[src/rtl/inst_fetch_if.sv]
// Instruction ROM port: the fetch unit drives enable/address, the ROM answers
// with its word combinationally in the same cycle.
interface inst_fetch_if;
  logic        rom_ce_o;
  logic [31:0] rom_addr_o;
  logic [31:0] rom_inst_i;

  modport master (output rom_ce_o, output rom_addr_o, input rom_inst_i);
  modport slave  (input rom_ce_o, input rom_addr_o, output rom_inst_i);
endinterface

[src/rtl/inst_fetch.sv]
// Instruction-fetch stage: owns the PC, drives the instruction ROM and registers
// the fetched PC/instruction pair into the IF/ID boundary.
module inst_fetch #(
  parameter logic [31:0] RESET_PC = 32'h0000_0000,
  parameter logic [31:0] PC_STEP  = 32'd4
) (
  input  logic          clk,
  input  logic          rst,
  input  logic [5:0]    stall,
  input  logic          flush,
  input  logic [31:0]   new_pc,
  input  logic          branch_flag_i,
  input  logic [31:0]   branch_target_address_i,
  inst_fetch_if.master  rom,
  output logic [31:0]   id_pc,
  output logic [31:0]   id_inst,
  output logic          id_adel
);

  logic        r_ce_p0;
  logic [31:0] r_pc_p0;
  logic [31:0] r_id_pc_p1;
  logic [31:0] r_id_inst_p1;
  logic        r_id_adel_p1;

  logic [31:0] w_pc_next;
  logic        w_misaligned;
  logic [31:0] w_fetch_inst;
  logic        w_unused_stall;

  assign w_unused_stall = ^stall[5:3];

  // Redirect priority: exception flush, then PC hold, then taken branch.
  always_comb begin
    w_pc_next = r_pc_p0 + PC_STEP;
    if (flush)
      w_pc_next = new_pc;
    else if (stall[0])
      w_pc_next = r_pc_p0;
    else if (branch_flag_i)
      w_pc_next = branch_target_address_i;
  end

  assign w_misaligned = (r_pc_p0[1:0] != 2'b00);
  assign w_fetch_inst = (r_ce_p0 && !w_misaligned) ? rom.rom_inst_i : 32'h0;

  // ---- stage p0: PC / ROM enable ----
  always_ff @(posedge clk) begin
    if (rst) begin
      r_ce_p0 <= 1'b0;
      r_pc_p0 <= RESET_PC;
    end else begin
      r_ce_p0 <= 1'b1;
      if (r_ce_p0)
        r_pc_p0 <= w_pc_next;
    end
  end

  // ---- stage p1: IF/ID boundary ----
  always_ff @(posedge clk) begin
    if (rst || flush || (stall[1] && !stall[2])) begin
      r_id_pc_p1   <= 32'h0;
      r_id_inst_p1 <= 32'h0;
      r_id_adel_p1 <= 1'b0;
    end else if (!stall[1]) begin
      r_id_pc_p1   <= r_pc_p0;
      r_id_inst_p1 <= w_fetch_inst;
      r_id_adel_p1 <= w_misaligned;
    end
  end

  assign rom.rom_ce_o   = r_ce_p0;
  assign rom.rom_addr_o = r_pc_p0;
  assign id_pc          = r_id_pc_p1;
  assign id_inst        = r_id_inst_p1;
  assign id_adel        = r_id_adel_p1;

endmodule

[src/flat_wrapper.sv]
// flat-port wrapper written by rule: the top's interface ports become plain ports
module inst_fetch_flat 
#(
  parameter logic [31:0] RESET_PC = 32'h0000_0000,
  parameter logic [31:0] PC_STEP  = 32'd4
)
  (clk, rst, stall, flush, new_pc, branch_flag_i, branch_target_address_i, id_pc, id_inst, id_adel, rom_rom_ce_o, rom_rom_addr_o, rom_rom_inst_i);
  inst_fetch_if rom_i ();
  input  logic clk;
  input  logic rst;
  input  logic [5:0] stall;
  input  logic flush;
  input  logic [31:0] new_pc;
  input  logic branch_flag_i;
  input  logic [31:0] branch_target_address_i;
  output logic [31:0] id_pc;
  output logic [31:0] id_inst;
  output logic id_adel;
  output wire logic [$bits(rom_i.rom_ce_o)-1:0] rom_rom_ce_o;
  output wire logic [$bits(rom_i.rom_addr_o)-1:0] rom_rom_addr_o;
  input wire logic [$bits(rom_i.rom_inst_i)-1:0] rom_rom_inst_i;
  assign rom_rom_ce_o = rom_i.rom_ce_o;
  assign rom_rom_addr_o = rom_i.rom_addr_o;
  assign rom_i.rom_inst_i = rom_rom_inst_i;
  inst_fetch #(.RESET_PC(RESET_PC), .PC_STEP(PC_STEP)) u_core (.clk(clk), .rst(rst), .stall(stall), .flush(flush), .new_pc(new_pc), .branch_flag_i(branch_flag_i), .branch_target_address_i(branch_target_address_i), .rom(rom_i), .id_pc(id_pc), .id_inst(id_inst), .id_adel(id_adel));
endmodule
[config.mk]
export PLATFORM = sky130hd
export DESIGN_NAME = inst_fetch_flat
export DESIGN_NICKNAME = d
export VERILOG_FILES = /design/src/rtl/inst_fetch_if.sv /design/src/rtl/inst_fetch.sv /design/src/flat_wrapper.sv
export SDC_FILE = /design/constraint.sdc
export NUM_CORES = 1
export LEC_CHECK = 0
export ABC_CLOCK_PERIOD_IN_PS = 2900
export BUFFER_PORTS_ARGS = -buffer_cell sky130_fd_sc_hd__buf_4
export CAP_MARGIN = 20
export CORE_MARGIN = 2
export CORE_UTILIZATION = 50
export CTS_BUF_LIST = sky130_fd_sc_hd__clkbuf_8 sky130_fd_sc_hd__clkbuf_16
export DETAILED_ROUTE_END_ITERATION = 7
export GPL_TIMING_DRIVEN = 1
export PLACE_DENSITY = 0.84
export SLEW_MARGIN = 10
export SYNTH_ARGS = -nofsm -noshare
export SYNTH_HDL_FRONTEND = slang
export SYNTH_SLANG_ARGS = --single-unit
[constraint.sdc]
create_clock -name clk -period 2.9 [get_ports clk]
set_input_delay 0.145 -clock clk [delete_from_list [all_inputs] [get_ports clk]]
set_output_delay 0.145 -clock clk [all_outputs]
set_load 0.03 [all_outputs]
# After elaboration in Yosys (flattened, before gate mapping)
# Cells that the tools add are included.
# word_totals
reg_bits	98
in_bits	106
output_inout_bits	98
elab_cells	20
# classes
addsub	1
n_eq_ne	1
n_mux	5
reduce_logical	8
# op_table
operator	count
$mux 32	4
$add 32x3->32 const B	1
$logic_and 1x1->1	2
$logic_not 1->1	2
$logic_or 1x1->1	2
$ne 2x1->1 const B	1
$reduce_and 2->1	1
$reduce_bool 2->1	1
$mux 1	1

# Depth between registers and ports, before layout
# depth
word_depth	4
ltp_mapped	8
mapped_depth_nobuf	6

# Least setup slack after synthesis
# Ideal clock, no wire load.
# synth_path
path_type	register to register
from	register u_core.r_pc_p0[12], in the netlist u_core.rom.rom_addr_o[12]
to	register u_core.r_pc_p0[26], in the netlist u_core.rom.rom_addr_o[26]
setup_ps	125
arrival_ps	1724
required_time_ps	2775
path_slack_ps	1051
stages_incl_launch_ff	7
n_path_buf	1
synth_period_minus_slack_ps	1849
cell_sequence	dfxtp_1 -> buf_2 -> and4_1 -> nand3_4 -> nor4_2 -> mux2i_1 -> o21ai_2
# synth_via
elab_chain_cells	4
# synth_lines
element	line_no	text
start: declaration	inst_fetch.sv:21	logic [31:0] r_pc_p0;
start signal: assignment	inst_fetch.sv:55	r_pc_p0 <= w_pc_next;
$add 32x3->32	inst_fetch.sv:35	w_pc_next = r_pc_p0 + PC_STEP;
$mux 32	inst_fetch.sv:40	else if (branch_flag_i)
$mux 32	inst_fetch.sv:38	else if (stall[0])
$mux 32	inst_fetch.sv:36	if (flush)
# No other way between the ends. The select of a mux whose other input is x is not followed.
# A chain may end at the register's enable or synchronous reset.

# Worst setup path after layout
# layout_path
from	register u_core.r_pc_p0[2], in the netlist u_core.rom.rom_addr_o[2]
to	register u_core.r_pc_p0[26], in the netlist u_core.rom.rom_addr_o[26]
# Same word-level chain as after synthesis.

==> flow_metrics.py <==
metrics = {
    "routing": {
        "antenna_left": 0,
        "drt_iter0_markers": 310,
        "via_per_inst": 6.006,
        "vias": 4955,
        "drcViolationCount": 0,
        "dr.pass1.iters": 5,
        "routed_wl_mm": 14.62,
        "wl_per_cell_um": 17.72,
    },
    "sta": {
        "hold_viol_final": 0,
        "fin_setup_tns_ps": 0,
        "slew_headroom_pct": 24.91,
        "finalSetupViolCount": 0,
        "tightest_slew_ps": 1122,
        "finalClockSkew_ps": 7.656,
        "min_period_over_period_pct": 68.06,
        "fmax_mhz": 506.7,
        "period_needed_ps": 1974,
        "finalMaxSlewViolations": 0,
        "rsz0062_at_grt": "no",
    },
    "setup_path": {
        "cp-end-kind": "flop",
        "worstPathRequired_ps": 3160,
        "cp_max_fo": 10,
        "path_class": "flop to flop",
        "max_stage_delay_ps": 500,
        "cp_num_buf_inv": 0,
        "r2r_start": "u_core.rom.rom_addr_o[2]",
        "crit_chain": "ha_1, nand4_4, nor4_2, mux2i_1, o21ai_2",
        "arrival_ps": 2230,
        "cpMaxStageDelayCell": "dfxtp_1",
        "critPathTopFamily": "simple AND/OR/NAND/NOR gates",
        "startpoint": "u_core.rom.rom_addr_o[2]",
        "cp-start-kind": "flop",
    },
    "power_and_ir_drop": {
        "power_frac_comb_pct": 18.3,
        "p_leak_nw": 2.836,
        "p_clk_share_pct": 32.4,
        "p_int_mw": 2.056,
        "peakVddDrop_uv": 290.4,
        "p_per_area_nw_per_um2": 461.6,
        "pwr-share-seq_pct": 49.3,
        "switching_share_pct": 30.72,
        "p_switching_mw": 0.9117,
    },
    "clocking": {
        "cts_tree": "done",
        "insertion_delay_ps": 360,
        "ctsLongestPathBuffers": 2,
        "cts_resized": 0,
        "clock-sinks": 98,
        "numCtsBuffers": 9,
        "clockRootBuffer": "clkbuf_8",
        "htree_num_levels": 3,
        "clkTransAtPathRegs_ps": 110,
    },
    "finish": {
        "final_common_cell": "buf_4",
        "fin_nets": 816,
        "fillers": 724,
        "antenna_cells": 0,
        "drive_gt1_share_pct": 33.75,
        "area_delta_synth_final_pct": 37.55,
        "final_cell_mix": "buf_4, dfxtp_1, nor2_1, a22oi_1, mux2i_1",
        "fin_cells": 825,
    },
    "synth": {
        "synthArstFlopShare_pct": 0,
        "synth_compound_area_share_pct": 23.45,
        "syn_avg_cell_area_um2": 8.721,
        "yosysSeqAreaShare_pct": 41.97,
        "synth_edf_count": 0,
        "ys_seq_elements": 98,
        "synth_cell_types": 65,
        "synth_simple_gate_area_share_pct": 21.44,
        "synth_top_flop_cell": "dfxtp_1",
        "yosysTopAreaCell": "dfxtp_1",
        "synth_nets": 643,
        "synth_mux_area_share_pct": 7.923,
        "synthCells": 536,
        "syn_area_um2": 4674,
        "synth_top_area_share_pct": 41.97,
        "synth_top_family_by_area": "compound AO/OA/AOI/OAI gates",
        "yosysWarnings": 0,
        "synth_xor_area_share_pct": 0,
        "yosys-top-cells-area": "dfxtp_1, mux2i_1, nor2_1",
        "synthAdderAreaFrac_pct": 0.2677,
    },
    "outcome": {
        "status": "finished, final reports clean",
    },
    "global_routing": {
        "grt_pass1_wl_mm": 22.36,
        "met2_usage_pct": 47.08,
        "grt_max_degree": 66,
        "overflow": 0,
        "grt-busiest-layer": "met2",
        "met1_usage_pct": 34.42,
        "grtUsageTotal_pct": 27.39,
        "antenna_found_initial": 0,
        "grt_pass1_vias": 4557,
        "grt_use_met3_pct": 4.438,
    },
    "placed_design": {
        "place_inst": 808,
        "hpwl_mm": 10.27,
        "gp_congestion": 0.9068,
        "port_buffers": 200,
    },
    "die": {
        "die_area_um2": 10140,
        "rows": 35,
        "initial_core_util_pct": 51.07,
        "fp.coreArea_um2": 9153,
        "die_h_um": 100.7,
        "chipWidth_um": 100.7,
        "io_pins": 204,
    },
    "job": {
        "cap_violations": 0,
    },
    "min_path": {
        "hold_path_class": "primary input to flop",
        "min_from": "rom_rom_inst_i[21]",
    },
}
## cell usage after synthesis (5+ instances only)
cell	n
nand4_1	10
a31oi_1	6
dfxtp_1	98
o21ai_0	24
a221o_1	5
clkbuf_1	25
o211ai_1	6
mux2i_1	37
a22oi_1	43
and3_1	9
inv_1	6
nand2_1	29
nand3_1	9
a21oi_1	23
nor3_1	6
buf_1	5
nor2_1	92
buf_2	17
## cell type report
type / instances / area [um2] / area share (%)
Sequential cell: 98 / 1962 / 30.51
Inverter: 7 / 26.28 / 0.4086
Tap cell: 111 / 138.9 / 2.160
Clock buffer: 9 / 123.9 / 1.926
Clock inverter: 7 / 97.59 / 1.518
Multi-Input combinational cell: 383 / 2490 / 38.72
Timing Repair Buffer: 210 / 1592 / 24.75
## power groups by stage
| stage | combinational (mW) | sequential (mW) | clock [mW] |
|---|---|---|---|
| 6_report | 0.542 | 1.46 | 0.961 |
| 3_3_place_gp | 0.524 | 1.49 | 0 |
| 3_5_place_dp | 0.536 | 1.49 | 0 |
| 5_1_grt | 0.577 | 1.47 | 1.01 |
| 2_1_floorplan | 0.235 | 1.55 | 0 |
| 4_1_cts | 0.540 | 1.46 | 0.960 |
## metal layers
| layer | wire length, um | vias to the layer above |
|---|---|---|
| li1 | - | 2324 |
| met1 | 6002 | 2363 |
| met2 | 7213 | 234 |
| met3 | 1066 | 34 |
| met4 | 340 | 0 |
| met5 | 0 | - |
## tightest hold or removal path, delay by kind of cell
kind | cells | cell delay (ps)
compound gates | 1 | 50
buf+inv | 1 | 80
simple gates | 1 | 70
## through the flow
| step | power (mW) | instance area [um2] | setup slack (ps) | hold slack (ps) | utilization, % |
|---|---|---|---|---|---|
| after floorplan | 1.784 | 4674 | 1051 | 289.1 | - |
| after global placement | 2.014 | 6198 | 954.8 | 376.4 | 67.72 |
| after detailed placement | 2.029 | 6198 | 892.1 | 383.9 | 67.72 |
| after CTS | 2.963 | 6430 | 967.1 | 0.5441 | 70.25 |
| after global routing | 3.059 | 6430 | 833.7 | 5.408 | 70.25 |
| final | 2.968 | 6430 | 926.3 | 3.080 | 70.25 |
## registers in the layout, summed over array words and instances (netlist names)
register,count
u_core.id_adel,1
u_core.id_inst,32
u_core.id_pc,32
u_core.rom.rom_addr_o,32
u_core.rom.rom_ce_o,1
## path summary, 6_finish.rpt
| kind | to | cells past startpoint | slack, ps |
|---|---|---|---|
| worst max-delay path | u_core.rom.rom_addr_o[26] | 5 | 930 |
| worst min-delay path | u_core.id_inst[21] | 3 | 3 |
| worst max register to register | u_core.rom.rom_addr_o[26] | 5 | 930 |
| worst min register to register | u_core.id_pc[29] | 2 | 510 |
## timing repair
item,in CTS,in global routing
hold buffers,1,0
buffers inserted,0,0
hold endpoints to repair,1,0
## cells by family (layout without fill, tap and decap cells)
kind of cell,Yosys count,in the layout
compound gates,155,155
flops,98,98
fa+ha+maj,1,1
mux,37,37
buf+inv,55,233
simple gates,190,190
Note: power is estimated with default switching activity, not from simulation.
